==> src/rtl/i2c_target_sync.sv <==
// Two-flop synchronizers for SCL/SDA plus registered edge and START/STOP detection.
module i2c_target_sync (
    input  logic clk_i,
    input  logic rst_ni,
    input  logic scl_i,
    input  logic sda_i,
    output logic scl_sync,
    output logic sda_sync,
    output logic scl_rise,
    output logic scl_fall,
    output logic start_det,
    output logic stop_det
);

    logic [1:0] scl_ff;
    logic [1:0] sda_ff;

    // scl_sync/sda_sync are the previous synchronized samples, so they line up with the
    // registered detect pulses. START/STOP need SCL high in both samples, which makes a
    // simultaneous SCL and SDA change count as a data change.
    always_ff @(posedge clk_i or negedge rst_ni) begin
        if (!rst_ni) begin
            scl_ff    <= 2'b11;
            sda_ff    <= 2'b11;
            scl_sync  <= 1'b1;
            sda_sync  <= 1'b1;
            scl_rise  <= 1'b0;
            scl_fall  <= 1'b0;
            start_det <= 1'b0;
            stop_det  <= 1'b0;
        end else begin
            scl_ff    <= {scl_ff[0], scl_i};
            sda_ff    <= {sda_ff[0], sda_i};
            scl_sync  <= scl_ff[1];
            sda_sync  <= sda_ff[1];
            scl_rise  <= scl_ff[1] & ~scl_sync;
            scl_fall  <= ~scl_ff[1] & scl_sync;
            start_det <= scl_ff[1] & scl_sync & sda_sync & ~sda_ff[1];
            stop_det  <= scl_ff[1] & scl_sync & ~sda_sync & sda_ff[1];
        end
    end

endmodule

==> config.mk <==
export PLATFORM = sky130hd
export DESIGN_NAME = i2c_target_sync
export DESIGN_NICKNAME = d
export VERILOG_FILES = /design/src/rtl/i2c_target_sync.sv
export SDC_FILE = /design/constraint.sdc
export NUM_CORES = 1
export LEC_CHECK = 0
export ABC_AREA = 1
export ABC_CLOCK_PERIOD_IN_PS = 900
export BUFFER_PORTS_ARGS = -buffer_cell sky130_fd_sc_hd__buf_4
export CAP_MARGIN = 20
export CORE_AREA = 2 2 39 41
export CTS_CLUSTER_SIZE = 8
export DETAILED_ROUTE_END_ITERATION = 8
export DIE_AREA = 0 0 41 43
export GPL_ROUTABILITY_DRIVEN = 0
export PLACE_DENSITY = 0.39
export SYNTH_ARGS = -nofsm -noshare
export SYNTH_HDL_FRONTEND = slang
export SYNTH_SLANG_ARGS = --single-unit
export TNS_END_PERCENT = 50
==> constraint.sdc <==
create_clock -name clk_i -period 0.9 [get_ports clk_i]
set_clock_uncertainty 0.15 [all_clocks]
set_input_delay 0.09 -clock clk_i [delete_from_list [all_inputs] [get_ports clk_i]]
set_output_delay 0.09 -clock clk_i [all_outputs]
set_load 0.1 [all_outputs]
* Word level (Yosys, flattened, before mapping) *
Cells that the tools add are included.

word-level totals
  register bits after elaboration = 10
  output and inout port bits = 6

operators by class
  bitwise operators = 11

operators with widths
  cell               count
  bitwise AND 1 bit  7
  inverter 1 bit     4

* Logic depth before layout (Yosys ltp) *
Gate-level depths: netlist (run 1).

  depth in word-level cells = 3
  gate-level depth with buffers = 3
  gate-level depth less buffers = 3

* Worst setup path before layout (run 1) *
No wires, ideal clock.

  path type = reg2reg
  start point = register scl_sync
  end point = register start_det
  stages on the path, launching flop included = 3
  path slack = -0.405 ns
  data arrival time = 1.083 ns
  data required time = 0.678 ns
  period minus slack after synthesis = 1.305 ns
  path buffers = 0
  cells stage by stage = dfstp_2 nand2_1 nor2_1

between the ends
  word-level cells in the longest chain between the ends = 3

RTL lines
  item                            RTL line  text
  start: declaration              7         output logic scl_sync,
  start signal: assignment        34        scl_sync <= scl_ff[1];
  bitwise AND 1 bit (3 in a row)  38        start_det <= scl_ff[1] & scl_sync & sda_sync & ~sda_ff[1];
  end signal: assignment          38
  end: declaration                11        output logic start_det,

Every way passes these cells.

* Worst setup path in the final report (run 1) *
  start point = register scl_sync
  end point = output scl_sync

No word-level cell between the ends.

==> results of run 1 <==
==> placed cells by master, fill, tap and decap left out <==
cell type	count
nand2_1	2
buf_6	1
buf_4	5
dfstp_2	4
dfstp_4	2
nor2_1	4
dlygate4sd3_1	3
clkbuf_4	3
inv_1	3
buf_12	2
dfrtp_1	3
dfrtp_2	1
nand2_2	1
clkbuf_8	1
buf_8	3
inv_2	1
==> sequential cells by signal (all words and copies together), names as in the netlist <==
signal / cells
start_det: 1
scl_ff: 2
sda_sync: 1
stop_det: 1
scl_rise: 1
scl_fall: 1
sda_ff: 2
scl_sync: 1
==> worst max path at each step <==
stage / depth (start not counted) / startpoint / to
floorplan: 2 / sda_sync / start_det
global placement: 1 / scl_sync / scl_sync
detailed placement: 1 / sda_sync / sda_sync
CTS: 1 / scl_sync / scl_sync
global route: 1 / scl_sync / scl_sync
finish: 1 / scl_sync / scl_sync
==> cell type report <==
type,instances,area (um2)
Fill cell,135,853
Sequential cell,10,267
Timing Repair Buffer,14,164
Clock buffer,4,36.3
Multi-Input combinational cell,7,28.8
Tap cell,16,20.0
Inverter,4,15.0
==> what timing repair did <==
action | 4_1_cts | 5_1_grt
hold endpoints to repair | 12 | 0
resized for setup | 12 | 1
endpoints found under the setup margin | 10 | 10
hold buffers | 3 | 0
==> power breakdown <==
part	switching [mW]	total [mW]	internal [mW]
clock	0.141	0.387	0.245
sequential	0.0142	0.498	0.484
combinational	0.111	0.172	0.0615
total	0.266	1.06	0.791
==> routing by layer <==
layer	track usage [%]	up-vias
met4	6.00	0
met2	8.13	8
met5	0	-
met3	1.57	0
met1	6.04	89
li1	-	97
==> Yosys cell counts <==
master | instances | area, um2
dfrtp_1 | 4 | 100
nor2_1 | 4 | 15.0
dfstp_2 | 6 | 158
inv_1 | 4 | 15.0
nand2_1 | 3 | 11.3
==> kinds of logic (layout without fill, tap and decap cells) <==
group / Yosys count / count (layout) / synth area share (%)
buffers and inverters: 4 / 22 / 5.02
DFF: 10 / 10 / 86.2
and+or+nand+nor: 7 / 7 / 8.78
==> stage by stage <==
stage               total power, mW  utilization [%]  std cells
finish                         1.06             38.3         55
global placement              0.642             29.8         48
detailed placement            0.646             29.8         48
CTS                            1.08             38.1         55
floorplan                     0.599                -         21
global route                   1.11             38.3         55
==> impl_metrics.ini, run 1 <==
[status]
outcome = complete, but fails checks
violations = negative setup slack

[worst_setup_path]
cp.required_ps = 660
critPathMaxFanout = 2
slowest_delay_ps = 630
rr_endpoint = stop_det
cp_cell_sequence = buf_12
path_buf_inv = 1
timing_worst_setup_path_type = flip-flop to primary output
slowest_stage = dfstp_4
worstPathArrival_ps = 1060
regToRegStartpoint = sda_sync
worstRegToRegCells = 4
startpoint_type = flip-flop
reg2reg_slack_ps = -190
crit_family = flip-flops
cp-end-kind = primary output

[routing]
wl_met3_um = 36
dr.pass1.iters = 2
drc = 0
wl_met1_um = 158
via_per_inst = 3.53
drt-total-wl_um = 420
vias = 194
top_layer = met3
met2_length_um = 224
wl_per_cell_um = 7.64
drtAntennaViolNets = 0
drtIter0Drc = 1

[synthesis]
netlist_instances = 21
synth_warnings = 0
ys_ff_latch = 10
ys_seq_area_share_pct = 86.2
syn_avg_cell_area_um2 = 14.2
syn_area_um2 = 299
yosys.cell_types.count = 5
synth_nets = 25

[finish]
drive_gt1_share_pct = 61.5
antenna_cells = 0
synthToLayoutAreaGrowth_pct = 77.4
finalNetCount = 44
final_cell_area_um2 = 531

[global_route]
grtUsageTotal_pct = 5.70
grt-ovfl-total = 0
grt_pass1_vias = 186
grt_max_degree = 11
grt_pass1_wl_um = 634
antenna_found_initial = 0

[die]
core-area_um2 = 1380
die_area_um2 = 1760
die_x_um = 41
row_count = 14
die-height_um = 43
initial_utilization_pct = 21.6
io-pin-count = 10

[sta]
max_freq_mhz = 771
setup_ws_ps = -397
hold_ws_ps = 32.5
setup_viol = 10
worst_slew_margin_rel_pct = 86.7
drv_slew = 0
hold_viol = 0
max_slew.worst_pin.slew_ps = 201
rsz0062_at_grt = yes
period_minus_slack_ps = 1300
fin_crit_sh_pct = 144
tns_ps = -2130

[clock_network]
cts_tree = done
clockBufferDepth = 2
post_cts_buffers = 0
cts_root_buf = clkbuf_4
cts_max_level = 1
cts.sinks = 10
clk_pin_slew_worst_paths_ps = 60
cts_buffers = 3
clk_latency_ps = 260

[power]
leakagePower_nw = 0.254
ir_drop_mv = 0.884
cellPowerDensity_nw_per_um2 = 1990

[place]
place_area_um2 = 413
hpwl_um = 332
portBuffers = 9
pre_cts_ws_ps = -216

[hold_path]
hp-class = input port to asynchronous set/reset pin

[job]
timing.max_cap.violations = 0
(Power assumes the default switching activity.)
==> run 2: changes to the inputs <==
Settings changed: GPL_TIMING_DRIVEN set to 0, TNS_END_PERCENT 50 to 100.
==> impl_metrics.ini, run 2 (synthesis gave the netlist of run 1 again) <==
[job]
timing.max_cap.violations = 0

[global_route]
grt_max_degree = 11
grt_use_met3_pct = 3.14
grtUsageMet1_pct = 5.42
top_usage_layer = met2
grt_pass1_vias = 219
antenna_found_initial = 0
grtUsageTotal_pct = 6.53
grt_pass1_wl_um = 717
grt-ovfl-total = 0
global_route.usage.met2_pct = 10.3

[worst_setup_path]
timing_worst_setup_path_type = flip-flop to primary output
critPathMaxFanout = 2
crit_family = flip-flops
slowest_delay_ps = 630
worstPathArrival_ps = 1060
slowest_stage = dfstp_4
startpoint_type = flip-flop
cp_cell_sequence = buf_12
cp.required_ps = 660
path_buf_inv = 1
cp-end-kind = primary output

[routing]
drc = 0
vias = 200
via_per_inst = 3.64
drtAntennaViolNets = 0
drt-total-wl_um = 436
wl_per_cell_um = 7.93
dr.pass1.iters = 1
drtIter0Drc = 0

[finish]
layout.core_utilization_pct = 39.2
final_cell_mix = buf_4 (5), nor2_1 (4), buf_12 (4), dfstp_2 (4)
fillerInstances = 140
top_regs = scl_ff x2, sda_ff x2
layout_commonest_cell = buf_4
drive_gt1_share_pct = 66.7
synthToLayoutAreaGrowth_pct = 81.6
antenna_cells = 0
finalNetCount = 44

[power]
p_total_mw = 1.07
leakagePower_nw = 0.254
cellPowerDensity_nw_per_um2 = 1960
ir_drop_mv = 0.743

[sta]
setup_ws_ps = -399
rsz0062_at_grt = yes
fin_crit_sh_pct = 144
hold_ws_ps = 39.2
tns_ps = -2190
drv_slew = 0
period_minus_slack_ps = 1300
max_slew.worst_pin.slew_ps = 201
setup_viol = 10
worst_slew_margin_rel_pct = 86.6
hold_viol = 0
max_freq_mhz = 770

[clock_network]
clk_latency_ps = 260
cts.sinks = 10
cts_buffers = 3
clockBufferDepth = 2
cts_root_buf = clkbuf_4
clk_pin_slew_worst_paths_ps = 60
cts_tree = done
cts_max_level = 1

[die]
initial_utilization_pct = 21.6
die_x_um = 41
die_area_um2 = 1760
core-area_um2 = 1380
die-height_um = 43
io-pin-count = 10
row_count = 14

[status]
violations = negative setup slack
outcome = complete, but fails checks

[place]
portBuffers = 9
hpwl_um = 302

[hold_path]
hp-class = input port to asynchronous set/reset pin
-- run 2: cell count changes in the layout (fill, tap and decap cells not counted) --
cell	previous run	this run
buf_8	3	1
dfrtp_2	1	3
buf_12	2	4
dfrtp_1	3	1
-- run 2: where the power goes --
group          switching [mW]  internal [mW]
Sequential             0.0149          0.485
Combinational           0.111         0.0656
Clock                   0.146          0.245
-- run 2: worst paths after layout --
path                              to  cells past startpoint  slack (ps)       from
setup / recovery            sda_sync                      1        -400   sda_sync
hold / removal              stop_det                      2          40     rst_ni
setup reg to reg            stop_det                      4        -190   sda_sync
hold reg to reg            scl_ff[1]                      0         210  scl_ff[0]
max in group asynchronous  scl_ff[1]                      2         350     rst_ni
min in group clk_i         scl_ff[1]                      0         210  scl_ff[0]
-- run 2: area by class of cell --
| cell class | count | area, um2 | area share, % |
|---|---|---|---|
| clock buffers | 4 | 36.3 | 6.68 |
| inverters | 4 | 15.0 | 2.76 |
| multi-input cells | 7 | 28.8 | 5.30 |
| flip-flops and latches | 10 | 269 | 49.5 |
| well taps | 16 | 20.0 | 3.69 |
| repair buffers | 14 | 174 | 32.0 |
-- run 2: stage by stage --
stage | setup WS (ps) | cell area, um2 | std cells
global placement | -237 | 400 | 46
global route | -426 | 543 | 55
finish | -399 | 543 | 55
detailed placement | -241 | 400 | 46
floorplan | -266 | 313 | 21
CTS | -417 | 529 | 55
-- run 2: repair_timing --
item | CTS | global route
setup buffers | 2 | 0
hold buffers | 3 | 0
hold endpoints to repair | 12 | 0
setup endpoints to repair | 10 | 10
resized for setup | 12 | 3
-- run 2: layer usage --
layer	vias up	wire [um]	share of wire (%)
li1	96	-	-
met3	0	34	7.8
met1	96	148	34
met2	8	252	58
met4	0	0	0
met5	-	0	0
==> run 3: changes to the inputs <==
Settings changed: ABC_AREA 1 to unset, ABC_CLOCK_PERIOD_IN_PS 900 to unset.
==> impl_metrics.ini, run 3 <==
[sta]
setup_ws_ps = -402
fin_crit_sh_pct = 145
worst_slew_margin_rel_pct = 86.6
max_slew.worst_pin.slew_ps = 202
period_minus_slack_ps = 1300
drv_slew = 0
rsz0062_at_grt = yes
tns_ps = -2280
setup_viol = 10
hold_viol = 0
max_freq_mhz = 768

[synthesis]
ys_seq_area_share_pct = 88.8
synth_warnings = 0
yosys.cell_types.count = 4
async_reset_ff_share_pct = 100
yosysMostFrequentCell = dfstp_2
yosys-top-cells-count = dfstp_2 (6), dfrtp_1 (4), and4b_1 (2), nor2b_1 (2)
netlist_instances = 14
yosys.area.top_type = dfstp_2
synth-edff-count = 0
syn_area_um2 = 290
synth_nets = 18
yosys-top-cells-area = dfstp_2 (54%), dfrtp_1 (34%), and4b_1 (6.9%)
ys_ff_latch = 10
ys.flop_type = dfstp_2
syn_avg_cell_area_um2 = 20.7
synth_top_area_share_pct = 54.3

[worst_setup_path]
startpoint_type = flip-flop
reg2reg_slack_ps = -240
rr_endpoint = start_det
critPathMaxFanout = 3
cp.required_ps = 660
timing_worst_setup_path_type = flip-flop to primary output
crit_family = flip-flops
worstRegToRegCells = 2
cp-end-kind = primary output
path_buf_inv = 1
cp_cell_sequence = buf_12
slowest_stage = dfstp_4
slowest_delay_ps = 630
regToRegStartpoint = scl_sync
worstPathArrival_ps = 1060
startpoint = sda_sync

[finish]
top_regs = scl_ff x2, sda_ff x2
synthToLayoutAreaGrowth_pct = 77.2
layout.core_utilization_pct = 37.2
fillerInstances = 128
antenna_cells = 0
drive_gt1_share_pct = 71.0
final_cell_area_um2 = 514
seq_area_um2 = 269
finalNetCount = 36
final_cell_mix = buf_4 (4), buf_12 (4), dfstp_2 (4)
multi_input_area_um2 = 32.5

[die]
die_area_um2 = 1760
row_count = 14
initial_utilization_pct = 21.0
core-area_um2 = 1380
die-height_um = 43
io-pin-count = 10
die_x_um = 41

[routing]
dr.pass1.iters = 1
vias = 168
drc = 0
drtAntennaViolNets = 0
drt-total-wl_um = 448
wl_per_cell_um = 9.53
via_per_inst = 3.57
drtIter0Drc = 0

[global_route]
grt_pass1_vias = 158
antenna_found_initial = 0
grt_max_degree = 11
grtUsageTotal_pct = 6.92
grt-ovfl-total = 0
grt_pass1_wl_um = 717

[power]
leakagePower_nw = 0.225
ir_drop_mv = 0.555
p_total_uw = 989
cellPowerDensity_nw_per_um2 = 1920

[status]
violations = negative setup slack
outcome = complete, but fails checks

[place]
portBuffers = 9
place_area_um2 = 389
pre_cts_ws_ps = -241

[clock_network]
clk_latency_ps = 260
clk_pin_slew_worst_paths_ps = 70
cts_root_buf = clkbuf_4
cts.sinks = 10
cts_buffers = 3
cts_max_level = 1
clockBufferDepth = 2
cts_tree = done

[hold_path]
hp-class = input port to asynchronous set/reset pin

[job]
timing.max_cap.violations = 0
[run 3: where the power goes]
part / switching [mW] / leakage (nW) / internal (mW)
registers: 0.0150 / 0.113 / 0.485
logic: 0.105 / 0.0972 / 0.0625
clock network: 0.150 / 0.0150 / 0.171
[run 3: final cells by class]
class                           instances  share of cell area (%)
Multi-Input combinational cell          4                    6.33
Timing Repair Buffer                   13                    32.4
Tap cell                               16                    3.89
Sequential cell                        10                    52.3
Clock buffer                            4                    5.11
[run 3: metal layers]
metal / up-vias / global-route usage [%] / share of wire [%]
met4: 0 / 8.00 / 0
met1: 79 / 8.05 / 45
li1: 80 / - / -
met5: - / 0 / 0
met2: 9 / 8.13 / 46
met3: 0 / 3.14 / 8.9
[run 3: timing repair]
action / CTS / global route
hold buffers: 3 / 0
buffers inserted: 1 / 0
hold endpoints to repair: 12 / 0
endpoints found under the setup margin: 10 / 10
gates resized for setup: 11 / 4
[run 3: stage by stage]
step	hold slack, ps	std cells
3_5_place_dp	-227	39
4_1_cts	25.3	47
2_1_floorplan	-356	14
3_3_place_gp	-231	39
5_1_grt	58.7	47
6_report	36.7	47
[run 3: kinds of logic (layout without fill, tap and decap cells)]
family                 count (synthesis)  in the layout  share of synthesized area (%)
DFF                                   10             10                           88.8
and+or+nand+nor                        4              4                           11.2
buffers and inverters                  0             17                              0
[run 3: worst max path at each step]
stage | cells past startpoint | slack [ps] | endpoint
4_1_cts | 1 | -410 | sda_sync
5_1_grt | 1 | -430 | sda_sync
3_5_place_dp | 1 | -240 | scl_sync
6_report | 1 | -400 | sda_sync
2_1_floorplan | 1 | -360 | stop_det
3_3_place_gp | 1 | -240 | scl_sync
